--- config.mk ---
export PLATFORM = sky130hd
export DESIGN_NAME = tsc_multicycle_cpu
export DESIGN_NICKNAME = d
export VERILOG_FILES = /design/src/rtl/tsc_pkg.sv /design/src/rtl/tsc_alu.sv /design/src/rtl/tsc_multicycle_cpu.sv
export SDC_FILE = /design/constraint.sdc
export NUM_CORES = 1
export LEC_CHECK = 0
export ABC_AREA = 1
export CAP_MARGIN = 30
export CORE_MARGIN = 1.5
export CORE_UTILIZATION = 30
export CTS_CLUSTER_SIZE = 30
export DETAILED_ROUTE_END_ITERATION = 10
export SETUP_SLACK_MARGIN = 0.5
export SLEW_MARGIN = 20
export SYNTH_ARGS = -nofsm -noshare
export SYNTH_HDL_FRONTEND = slang
export SYNTH_SLANG_ARGS = --single-unit
--- constraint.sdc ---
create_clock -name clk -period 3.05 [get_ports clk]
set_input_delay 0.305 -clock clk [delete_from_list [all_inputs] [get_ports clk]]
set_output_delay 0.305 -clock clk [all_outputs]
set_load 0.05 [all_outputs]
--- src/rtl/tsc_pkg.sv ---
// Shared TSC definitions: ISA encodings, FSM states and word size.
package tsc_pkg;

  localparam int WORD_SIZE = 16;

  localparam logic [3:0] OP_BNE   = 4'd0;
  localparam logic [3:0] OP_BEQ   = 4'd1;
  localparam logic [3:0] OP_BGZ   = 4'd2;
  localparam logic [3:0] OP_BLZ   = 4'd3;
  localparam logic [3:0] OP_ADI   = 4'd4;
  localparam logic [3:0] OP_ORI   = 4'd5;
  localparam logic [3:0] OP_LHI   = 4'd6;
  localparam logic [3:0] OP_JMP   = 4'd9;
  localparam logic [3:0] OP_JAL   = 4'd10;
  localparam logic [3:0] OP_RTYPE = 4'd15;

  localparam logic [5:0] FN_ADD = 6'd0;
  localparam logic [5:0] FN_SUB = 6'd1;
  localparam logic [5:0] FN_AND = 6'd2;
  localparam logic [5:0] FN_ORR = 6'd3;
  localparam logic [5:0] FN_NOT = 6'd4;
  localparam logic [5:0] FN_TCP = 6'd5;
  localparam logic [5:0] FN_SHL = 6'd6;
  localparam logic [5:0] FN_SHR = 6'd7;
  localparam logic [5:0] FN_JPR = 6'd25;
  localparam logic [5:0] FN_JRL = 6'd26;
  localparam logic [5:0] FN_WWD = 6'd28;
  localparam logic [5:0] FN_HLT = 6'd29;

  typedef enum logic [1:0] {FETCH, EXEC, HALT} state_t;

  function automatic logic [WORD_SIZE-1:0] sext8(input logic [7:0] v);
    return {{8{v[7]}}, v};
  endfunction

endpackage

--- src/rtl/tsc_alu.sv ---
// Combinational TSC ALU: data result for ALU/immediate ops plus the branch flag.
module tsc_alu
  import tsc_pkg::*;
(
  input  logic [3:0]           i_op,
  input  logic [5:0]           i_func,
  input  logic [WORD_SIZE-1:0] i_a,
  input  logic [WORD_SIZE-1:0] i_b,
  output logic [WORD_SIZE-1:0] o_result,
  output logic                 o_branch
);

  // NOTE: every output gets a default before the case so no path can infer a latch.
  always_comb begin
    o_result = '0;
    o_branch = 1'b0;
    case (i_op)
      OP_RTYPE: begin
        case (i_func)
          FN_ADD:  o_result = i_a + i_b;
          FN_SUB:  o_result = i_a - i_b;
          FN_AND:  o_result = i_a & i_b;
          FN_ORR:  o_result = i_a | i_b;
          FN_NOT:  o_result = ~i_a;
          FN_TCP:  o_result = ~i_a + 16'd1;
          FN_SHL:  o_result = {i_a[WORD_SIZE-2:0], 1'b0};
          FN_SHR:  o_result = {i_a[WORD_SIZE-1], i_a[WORD_SIZE-1:1]};
          default: o_result = '0;
        endcase
      end
      // b already carries the extended immediate for I-type ops
      OP_ADI:  o_result = i_a + i_b;
      OP_ORI:  o_result = i_a | i_b;
      OP_LHI:  o_result = i_b;
      OP_BNE:  o_branch = (i_a != i_b);
      OP_BEQ:  o_branch = (i_a == i_b);
      OP_BGZ:  o_branch = !i_a[WORD_SIZE-1] && (i_a != '0);
      OP_BLZ:  o_branch = i_a[WORD_SIZE-1];
      default: o_result = '0;
    endcase
  end

endmodule

--- src/rtl/tsc_multicycle_cpu.sv ---
// Multi-cycle TSC core with a FETCH/EXEC/HALT FSM and external fetch handshake.
// Optional retired-instruction counter port num_inst under `TSC_INST_COUNT_EN.
module tsc_multicycle_cpu
  import tsc_pkg::*;
#(
  parameter int                 PC_SIZE  = 16,
  parameter logic [PC_SIZE-1:0] RESET_PC = '0
) (
  input  logic                 clk,
  input  logic                 reset_cpu_n,
  input  logic                 cpu_enable,
  output logic                 i_req,
  output logic [PC_SIZE-1:0]   i_addr,
  input  logic [WORD_SIZE-1:0] i_data,
  input  logic                 i_valid,
  input  logic                 wwd_enable,
  input  logic [1:0]           register_selection,
  output logic [WORD_SIZE-1:0] output_port,
  output logic [7:0]           PC_below8bit,
  output logic                 halted
`ifdef TSC_INST_COUNT_EN
  ,
  output logic [15:0]          num_inst
`endif
);

  state_t               r_state, w_state_nxt;
  logic [PC_SIZE-1:0]   r_pc;
  logic [WORD_SIZE-1:0] r_ir, r_wwd;
  logic [WORD_SIZE-1:0] r_regs [4];

  logic [3:0]           w_op;
  logic [5:0]           w_func;
  logic [7:0]           w_imm;
  logic [WORD_SIZE-1:0] w_rs, w_rt, w_imm_sext, w_alu_b, w_alu_y, w_link, w_wd;
  logic [PC_SIZE-1:0]   w_pc_inc, w_pc_br, w_pc_jmp, w_pc_nxt;
  logic [1:0]           w_wa;
  logic                 w_branch, w_fetch, w_commit, w_we, w_wwd_we, w_is_hlt;

  assign w_op       = r_ir[15:12];
  assign w_func     = r_ir[5:0];
  assign w_imm      = r_ir[7:0];
  assign w_rs       = r_regs[r_ir[11:10]];
  assign w_rt       = r_regs[r_ir[9:8]];
  assign w_imm_sext = sext8(w_imm);
  assign w_pc_inc   = r_pc + 1'b1;
  assign w_pc_br    = w_pc_inc + w_imm_sext[PC_SIZE-1:0];
  assign w_link     = WORD_SIZE'(w_pc_inc);

  generate
    if (PC_SIZE > 12) begin : g_jmp_wide
      assign w_pc_jmp = {r_pc[PC_SIZE-1:12], r_ir[11:0]};
    end else begin : g_jmp_narrow
      assign w_pc_jmp = r_ir[PC_SIZE-1:0];
    end
  endgenerate

  always_comb begin
    w_alu_b = w_rt;
    case (w_op)
      OP_ADI:  w_alu_b = w_imm_sext;
      OP_ORI:  w_alu_b = {8'h00, w_imm};
      OP_LHI:  w_alu_b = {w_imm, 8'h00};
      default: w_alu_b = w_rt;
    endcase
  end

  tsc_alu u_alu (
    .i_op     (w_op),
    .i_func   (w_func),
    .i_a      (w_rs),
    .i_b      (w_alu_b),
    .o_result (w_alu_y),
    .o_branch (w_branch)
  );

  // Writeback and next-pc selection for the instruction held in ir.
  always_comb begin
    w_pc_nxt = w_pc_inc;
    w_we     = 1'b0;
    w_wa     = r_ir[7:6];
    w_wd     = w_alu_y;
    w_wwd_we = 1'b0;
    w_is_hlt = 1'b0;
    case (w_op)
      OP_RTYPE: begin
        case (w_func)
          FN_ADD, FN_SUB, FN_AND, FN_ORR,
          FN_NOT, FN_TCP, FN_SHL, FN_SHR: w_we = 1'b1;
          FN_WWD: w_wwd_we = 1'b1;
          FN_JPR: w_pc_nxt = w_rs[PC_SIZE-1:0];
          FN_JRL: begin
            w_pc_nxt = w_rs[PC_SIZE-1:0];
            w_we     = 1'b1;
            w_wa     = 2'd2;
            w_wd     = w_link;
          end
          FN_HLT: begin
            w_pc_nxt = r_pc;
            w_is_hlt = 1'b1;
          end
          default: ;
        endcase
      end
      OP_ADI, OP_ORI, OP_LHI: begin
        w_we = 1'b1;
        w_wa = r_ir[9:8];
      end
      OP_BNE, OP_BEQ, OP_BGZ, OP_BLZ: if (w_branch) w_pc_nxt = w_pc_br;
      OP_JMP: w_pc_nxt = w_pc_jmp;
      OP_JAL: begin
        w_pc_nxt = w_pc_jmp;
        w_we     = 1'b1;
        w_wa     = 2'd2;
        w_wd     = w_link;
      end
      default: ;
    endcase
  end

  // Reset gates i_req so a request drops the instant reset asserts.
  always_comb begin
    w_state_nxt = r_state;
    i_req       = 1'b0;
    halted      = 1'b0;
    case (r_state)
      FETCH: begin
        i_req = cpu_enable & reset_cpu_n;
        if (cpu_enable && i_valid) w_state_nxt = EXEC;
      end
      EXEC:    if (cpu_enable) w_state_nxt = w_is_hlt ? HALT : FETCH;
      HALT:    halted = 1'b1;
      default: w_state_nxt = FETCH;
    endcase
  end

  assign w_fetch  = i_req & i_valid;
  assign w_commit = (r_state == EXEC) && cpu_enable;

  // NOTE: non-blocking assignments so every flop samples the pre-edge values.
  always_ff @(posedge clk or negedge reset_cpu_n) begin
    if (!reset_cpu_n) begin
      r_state <= FETCH;
      r_pc    <= RESET_PC;
      r_ir    <= '0;
      r_wwd   <= '0;
      // NOTE: the register file is four flops with visible reset values, so it is reset; a RAM would not be.
      for (int i = 0; i < 4; i++) r_regs[i] <= '0;
    end else begin
      r_state <= w_state_nxt;
      if (w_fetch) r_ir <= i_data;
      if (w_commit) begin
        r_pc <= w_pc_nxt;
        if (w_we)     r_regs[w_wa] <= w_wd;
        if (w_wwd_we) r_wwd        <= w_rs;
      end
    end
  end

`ifdef TSC_INST_COUNT_EN
  always_ff @(posedge clk or negedge reset_cpu_n) begin
    if (!reset_cpu_n)  num_inst <= '0;
    else if (w_commit) num_inst <= num_inst + 16'd1;
  end
`endif

  assign i_addr       = r_pc;
  assign PC_below8bit = r_pc[7:0];
  assign output_port  = wwd_enable ? r_wwd : r_regs[register_selection];

endmodule
==> metrics.txt, run 1 <==
Worst EP required 3360 ps; CTS root buf clkbuf_16; Routed Antenna Nets 0; violated checks setup timing; CTS Buffer Depth 2; Area contributors post-synth dfrtp_1, nand2_1, ha_1; Worst Path Arrival 3550 ps; Mean Syn Cell Area 6.06 um^2; Num CTS Buffers 17; critical-path maximum fanout 6; mapped cell area 12000 um^2; Routed WL 58.3 mm; drc violations 0; routability cong. 1.01; first element of the critical path r_ir[9]$_DFFE_PN0P_; unrepaired setup endpoints after global routing true; VDD IR max 0.477 mV; number of max-cap violations 0; Die ar. 41300 um^2; final setup fails 61; die height 203 um; DP Worst Slack -494 ps; DP Area 16100 um^2; Synth Net Count 2083; I/O pin count 65; hold crit path type primary input to register; First DRT Iteration DRCs 1745; die width 203 um; status finished with violations; initial antenna violation count 1; GRT Overall Usage 28.0%; FFs w/ async S/R, synth 100%; clk_lat worst skew 450 ps; layout cells sized above 1 34.0%; Worst R2R End r_regs[54]$_DFFE_PN0P_; min cycle time layout 3250 ps; Area Growth Syn to Fin 54.0%; Seq/Total Area, Yosys 23.7%; WHS Endpoint r_ir[10]$_DFFE_PN0P_; global-route wire length before repair 88.0 mm; critical path capture point type register; CP Launch Type register; R2R Path Start r_ir[9]$_DFFE_PN0P_; DP Wirelength 45.2 mm; Rows 73; main flop type after synthesis dfrtp_1; Worst Tran Pin Value 775 ps; Vias per Instance 5.36; R2R setup slack -200 ps; kind of critical path register to register; Layout Cell Area excl Fill 18500 um^2; area taken by multi-input logic gates 9360 um^2; worst setup margin -197 ps; mean routed wirelength per cell 20.0 um; hold path start i_data[10]; Post-Syn Instances 1988; Final Hold Viols 0; yosys warns 0; core footprint 39600 um^2; vias in the first global route 14963; detailed-route via count 15613; Clock Skews 14.9 ps; Synth top area share 23.7%; relative slew slack 48.2%; Hold Path Cell Cnt 3; CTS tree built; Achievable Freq 0.308 GHz; max-slew violation count 0; final core occ 46.8%; Tcrit/Tclk final 106%; fillers 4025; Yosys top cell by area dfrtp_1; clock slew at reported path FFs 60 ps; I/O Buffers 64; top-count cell post-synth nand2_1; # diodes 0; sequential cell area 2870 um^2; flops & latches, synth 114; Commonest cells post-synth nand2_1, inv_1, nor2_1; Layout Nets 2470; R2R depth 21; clk sinks 114; Initial Util 30.4%; Netlist cell types 53; Initial DRT Pass Iterations 6; H-tree Lvls 4; P per Cell Area 1070 nW/um^2; Post-synth EDFFs 0; LEAKAGE 9.16 nW; largest net degree at the start of global routing 73; grt ovf 0
## layout by cell type (no fill, tap or decap), types with 14 or more instances in the layout
cell type,count
o211ai_1,19
nor2_2,17
buf_6,29
buf_12,29
clkbuf_16,18
dfrtp_1,104
o21ai_1,50
o21ai_0,96
a21oi_2,26
inv_2,39
nand2_1,504
nand3_4,14
o22ai_1,21
inv_1,195
nand4_1,24
clkdlybuf4s50_1,47
nand3_1,115
nand2_2,103
o21ai_2,18
a21oi_1,116
a31oi_1,18
buf_4,341
ha_1,44
ha_4,21
nand3_2,40
nor2_1,158
nor2_4,17
## worst max path at each step
stage | slack (ps) | to | cells past startpoint
after floorplan | 160 | i_addr[15]$_DFFE_PN0P_ | 19
after global placement | -510 | r_regs[56]$_DFFE_PN0P_ | 22
after detailed placement | -490 | r_regs[56]$_DFFE_PN0P_ | 22
after CTS | -110 | r_regs[56]$_DFFE_PN0P_ | 22
after global routing | -340 | r_regs[46]$_DFFE_PN0P_ | 24
final | -200 | r_regs[54]$_DFFE_PN0P_ | 21
## report_power, final
group	switching [mW]	total, mW	internal [mW]	leakage (nW)
clock	0.834	2.15	1.32	0.294
sequential	0.350	2.18	1.83	1.40
combinational	8.97	15.5	6.48	7.47
total	10.2	19.8	9.63	9.16
## stage by stage
step                power [mW]  std cells  setup TNS, ps  hold slack, ps
detailed placement        14.8       2833         -16720             451
global route              20.9       2913         -17340             444
CTS                       18.6       2903          -3740             430
floorplan                 9.31       1988              0            9.41
global placement          14.8       2833         -16030             440
finish                    19.8       2913          -6130             444
## routing by layer
metal | global-route usage (%) | routed length, um | vias up
met5 | 0 | 12 | -
met2 | 43.8 | 26100 | 732
met4 | 14.6 | 2990 | 2
met3 | 4.35 | 4190 | 146
li1 | - | - | 7283
met1 | 37.3 | 25000 | 7450
## cell families (layout without fill, tap and decap cells)
family                   Yosys count  count (layout)  share of synthesized area, %
flip-flops                       114             114                          23.7
AO/OA/AOI/OAI                    412             412                          18.8
adder cells (fa/ha/maj)           72              72                          7.67
buffers and inverters            327             727                          11.3
XOR/XNOR                          23              23                          1.67
AND/OR/NAND/NOR                 1040            1040                          36.8
## sequential cells by signal, summed over array words and instances (netlist names)
name,flops
i_addr,16
r_ir,16
r_state,2
r_wwd,16
r_regs,64
## what timing repair did
action | 4_1_cts | 5_1_grt
endpoints found under the setup margin | 78 | 80
resized for setup | 210 | 139
pin swaps | 77 | 75
gates cloned | 3 | 1
setup buffers | 34 | 8
hold buffers | 1 | 0
hold endpoints to repair | 42 | 0
## final cells by class
| type | instances | area share (%) |
|---|---|---|
| multi-input cells | 1547 | 50.5 |
| repair buffers | 454 | 22.2 |
| flip-flops and latches | 114 | 15.5 |
| inverters | 241 | 4.97 |
| well taps | 525 | 3.54 |
| clock buffers | 18 | 2.37 |
| clock inverters | 14 | 0.965 |
## worst max-delay path, cell delays in order, from the launching register on
cell	delay, ps
dfrtp_1	430
buf_6	160
buf_8	130
a21oi_2	120
o21ai_2	70
nand2_2	80
nand2_1	60
o21ai_2	60
inv_1	70
buf_4	140
ha_4	160
fa_2	400
buf_6	150
nand4_1	80
nand3_2	120
buf_4	170
nor2_1	120
o22ai_1	120
inv_1	110
nand3_4	140
nand2_1	100
o21ai_1	80
Power figures use the tool's default switching activity.
==> inputs of run 2 (changes only) <==
--- a/config.mk
+++ b/config.mk
@@ -7,7 +7,7 @@
 export LEC_CHECK = 0
 export ABC_AREA = 1
 export CAP_MARGIN = 30
-export CORE_MARGIN = 1.5
+export CORE_MARGIN = 2
 export CORE_UTILIZATION = 30
 export CTS_CLUSTER_SIZE = 30
 export DETAILED_ROUTE_END_ITERATION = 10
==> run 2 against run 1 <==
Compared with the run above:
- the run still ends with setup timing left
- total power grew 2.6%
- clock-buffer cell count is the same
- non-clock buffer count fell by 10
- highest routed layer is now met4
- critical endpoint is now r_regs[45]$_DFFE_PN0P_
- largest cell class unchanged
==> metrics.txt, run 2 (synthesis gave the netlist of run 1 again) <==
status finished with violations; violated checks setup timing; CTS Buffer Depth 2 (unchanged); DP Worst Slack -442 ps (+51.2 ps); final setup fails 60 (-1.6%); VDD IR max 0.441 mV (-7.6%); P per Cell Area 1080 nW/um^2 (+1.2%); routability cong. 0.993 (-1.9%); number of max-cap violations 0 (unchanged); hold crit path type primary input to asynchronous set/reset pin; R2R depth 27 (+29%); unrepaired setup endpoints after global routing true; I/O Buffers 64 (unchanged); GRT Overall Usage 27.4% (-0.60 points); Layout Nets 2461 (-0.36%); LEAKAGE 9.22 nW (+0.71%); critical-path maximum fanout 7 (+1); max-slew violation count 0 (unchanged); Num CTS Buffers 17 (unchanged); min cycle time layout 3210 ps (-41.9 ps); commonest non-fill, non-tap cell in the layout nand2_1; M1 wire length 24.5 mm (-2.1%); WL met3 4.96 mm (+19%); total power 20.3 mW (+2.6%); Routed WL 58.6 mm (+0.46%); Worst EP required 3370 ps (about the same); critical path capture point type register; largest net degree at the start of global routing 68 (-6.8%); Worst Tran Pin Value 756 ps (-19.4 ps); DP Wirelength 43.7 mm (-3.3%); Achievable Freq 0.312 GHz (+1.3%); Clock Skews 13.0 ps (-1.84 ps); Initial DRT Pass Iterations 6 (unchanged); detailed-route via count 15715 (+0.65%); grt ovf 0 (unchanged); Tcrit/Tclk final 105% (-1.4 points); clock slew at reported path FFs 70 ps (about the same); number of flip-flops in the largest register 64 (unchanged); CTS tree built; mean routed wirelength per cell 20.2 um (+0.74%); layout cells sized above 1 35.6% (+1.6 points); kind of critical path register to register; I/O pin count 65 (unchanged); WL met2 26.8 mm (+2.5%); Post-Layout Cell Count 2905 (-0.27%); clk_lat worst skew 440 ps (about the same); placed cells 2801 (-1.1%); most frequent cells in the layout nand2_1, buf_4, inv_1; Layout Cell Area excl Fill 18800 um^2 (+1.4%); top routing layer in use met4; CTS root buf clkbuf_16; Die ar. 41800 um^2 (+0.99%); Initial Util 30.4% (unchanged); Worst Hold Slack 417 ps (-26.9 ps); final core occ 47.4% (+0.64 points); Vias per Instance 5.41 (+0.93%); Rows 73 (unchanged); Worst Path Arrival 3530 ps (-20 ps); Final Hold Viols 0 (unchanged); die height 204 um (+0.49%); relative slew slack 49.5% (+1.4 points); Routed Antenna Nets 0 (unchanged); First DRT Iteration DRCs 1807 (+3.6%); drc violations 0 (unchanged); worst setup margin -155 ps (+41.9 ps); initial antenna violation count 0 (-1); CP Launch Type register; fillers 3988 (-0.92%); clk sinks 114 (unchanged); die width 204 um (+0.49%); Sum Neg Setup Slack -6190 ps (-60.1 ps); DP Area 15900 um^2 (-1.6%); Area Growth Syn to Fin 56.1%; global-route wire length before repair 87.3 mm (-0.75%); core footprint 39600 um^2 (unchanged); Top reg by flops r_regs; vias in the first global route 14881 (-0.55%); H-tree Lvls 4 (unchanged)
[run 2: final timing paths]
check | start | to | slack, ps
hold / removal | reset_cpu_n | i_addr[15]$_DFFE_PN0P_ | 420
hold reg to reg | r_wwd[13]$_DFFE_PN0P_ | r_wwd[13]$_DFFE_PN0P_ | 490
setup / recovery | r_ir[8]$_DFFE_PN0P_ | r_regs[45]$_DFFE_PN0P_ | -160
min in group clk | i_data[7] | r_ir[7]$_DFFE_PN0P_ | 460
setup reg to reg | r_ir[8]$_DFFE_PN0P_ | r_regs[45]$_DFFE_PN0P_ | -160
max in group asynchronous | reset_cpu_n | r_regs[5]$_DFFE_PN0P_ | 1360
[run 2: what timing repair did]
item                                   in CTS  in global routing
cloned                                      5                  2
pin swaps                                  82                141
endpoints found under the hold margin       0                 13
setup buffers                              28                 34
hold buffers                                0                  1
setup endpoints to repair                  77                 80
resized for setup                         231                228
[run 2: cell type report]
| cell class | instances | area, um^2 | area share (%) |
|---|---|---|---|
| Sequential cell | 114 | 2870 | 15.2 |
| Timing Repair Buffer | 444 | 4150 | 22.1 |
| Clock inverter | 14 | 140 | 0.745 |
| Tap cell | 525 | 657 | 3.49 |
| Antenna cell | 1 | 2.50 | 0.0133 |
| Multi-Input combinational cell | 1548 | 9610 | 51.1 |
| Clock buffer | 18 | 429 | 2.28 |
| Inverter | 241 | 937 | 4.99 |
[run 2: worst max-delay path, stage by stage, from the launching register on]
cell and delay [ps]:
dfrtp_1 410, buf_6 160, buf_12 150, a21oi_2 150
o21ai_2 70, nand2_2 90, nand2_2 60, o21ai_2 70
inv_2 60, ha_4 300, buf_12 120, buf_6 90
inv_4 30, nand2_4 70, nand2_2 50, nand2_2 80
nand3_4 120, buf_6 150, nand2_4 50, nand4_1 80
nand3_2 120, nand2_2 90, nor2_2 100, nand2_1 60
nand2_2 70, nand3_4 130, nand2_1 90, nand2_1 50
[run 2: where the power goes]
part	internal (mW)	leakage, nW	switching, mW	total [mW]
Combinational	6.84	7.56	9.27	16.1
Sequential	1.83	1.40	0.363	2.19
Clock	1.19	0.268	0.805	2.00
[run 2: routing by layer]
metal  vias to the layer above  track usage (%)
met3                       154             3.99
met2                       832             43.9
li1                       7274                -
met4                         0             11.2
met1                      7455             36.9
met5                         -                0
==> inputs of run 3 (changes only) <==
--- a/config.mk
+++ b/config.mk
@@ -11,6 +11,7 @@
 export CORE_UTILIZATION = 30
 export CTS_CLUSTER_SIZE = 30
 export DETAILED_ROUTE_END_ITERATION = 10
+export HOLD_SLACK_MARGIN = 0.02
 export SETUP_SLACK_MARGIN = 0.5
 export SLEW_MARGIN = 20
 export SYNTH_ARGS = -nofsm -noshare
==> results of run 3 <==
No change in the layout: final DEF, timing and power equal those of run 2.
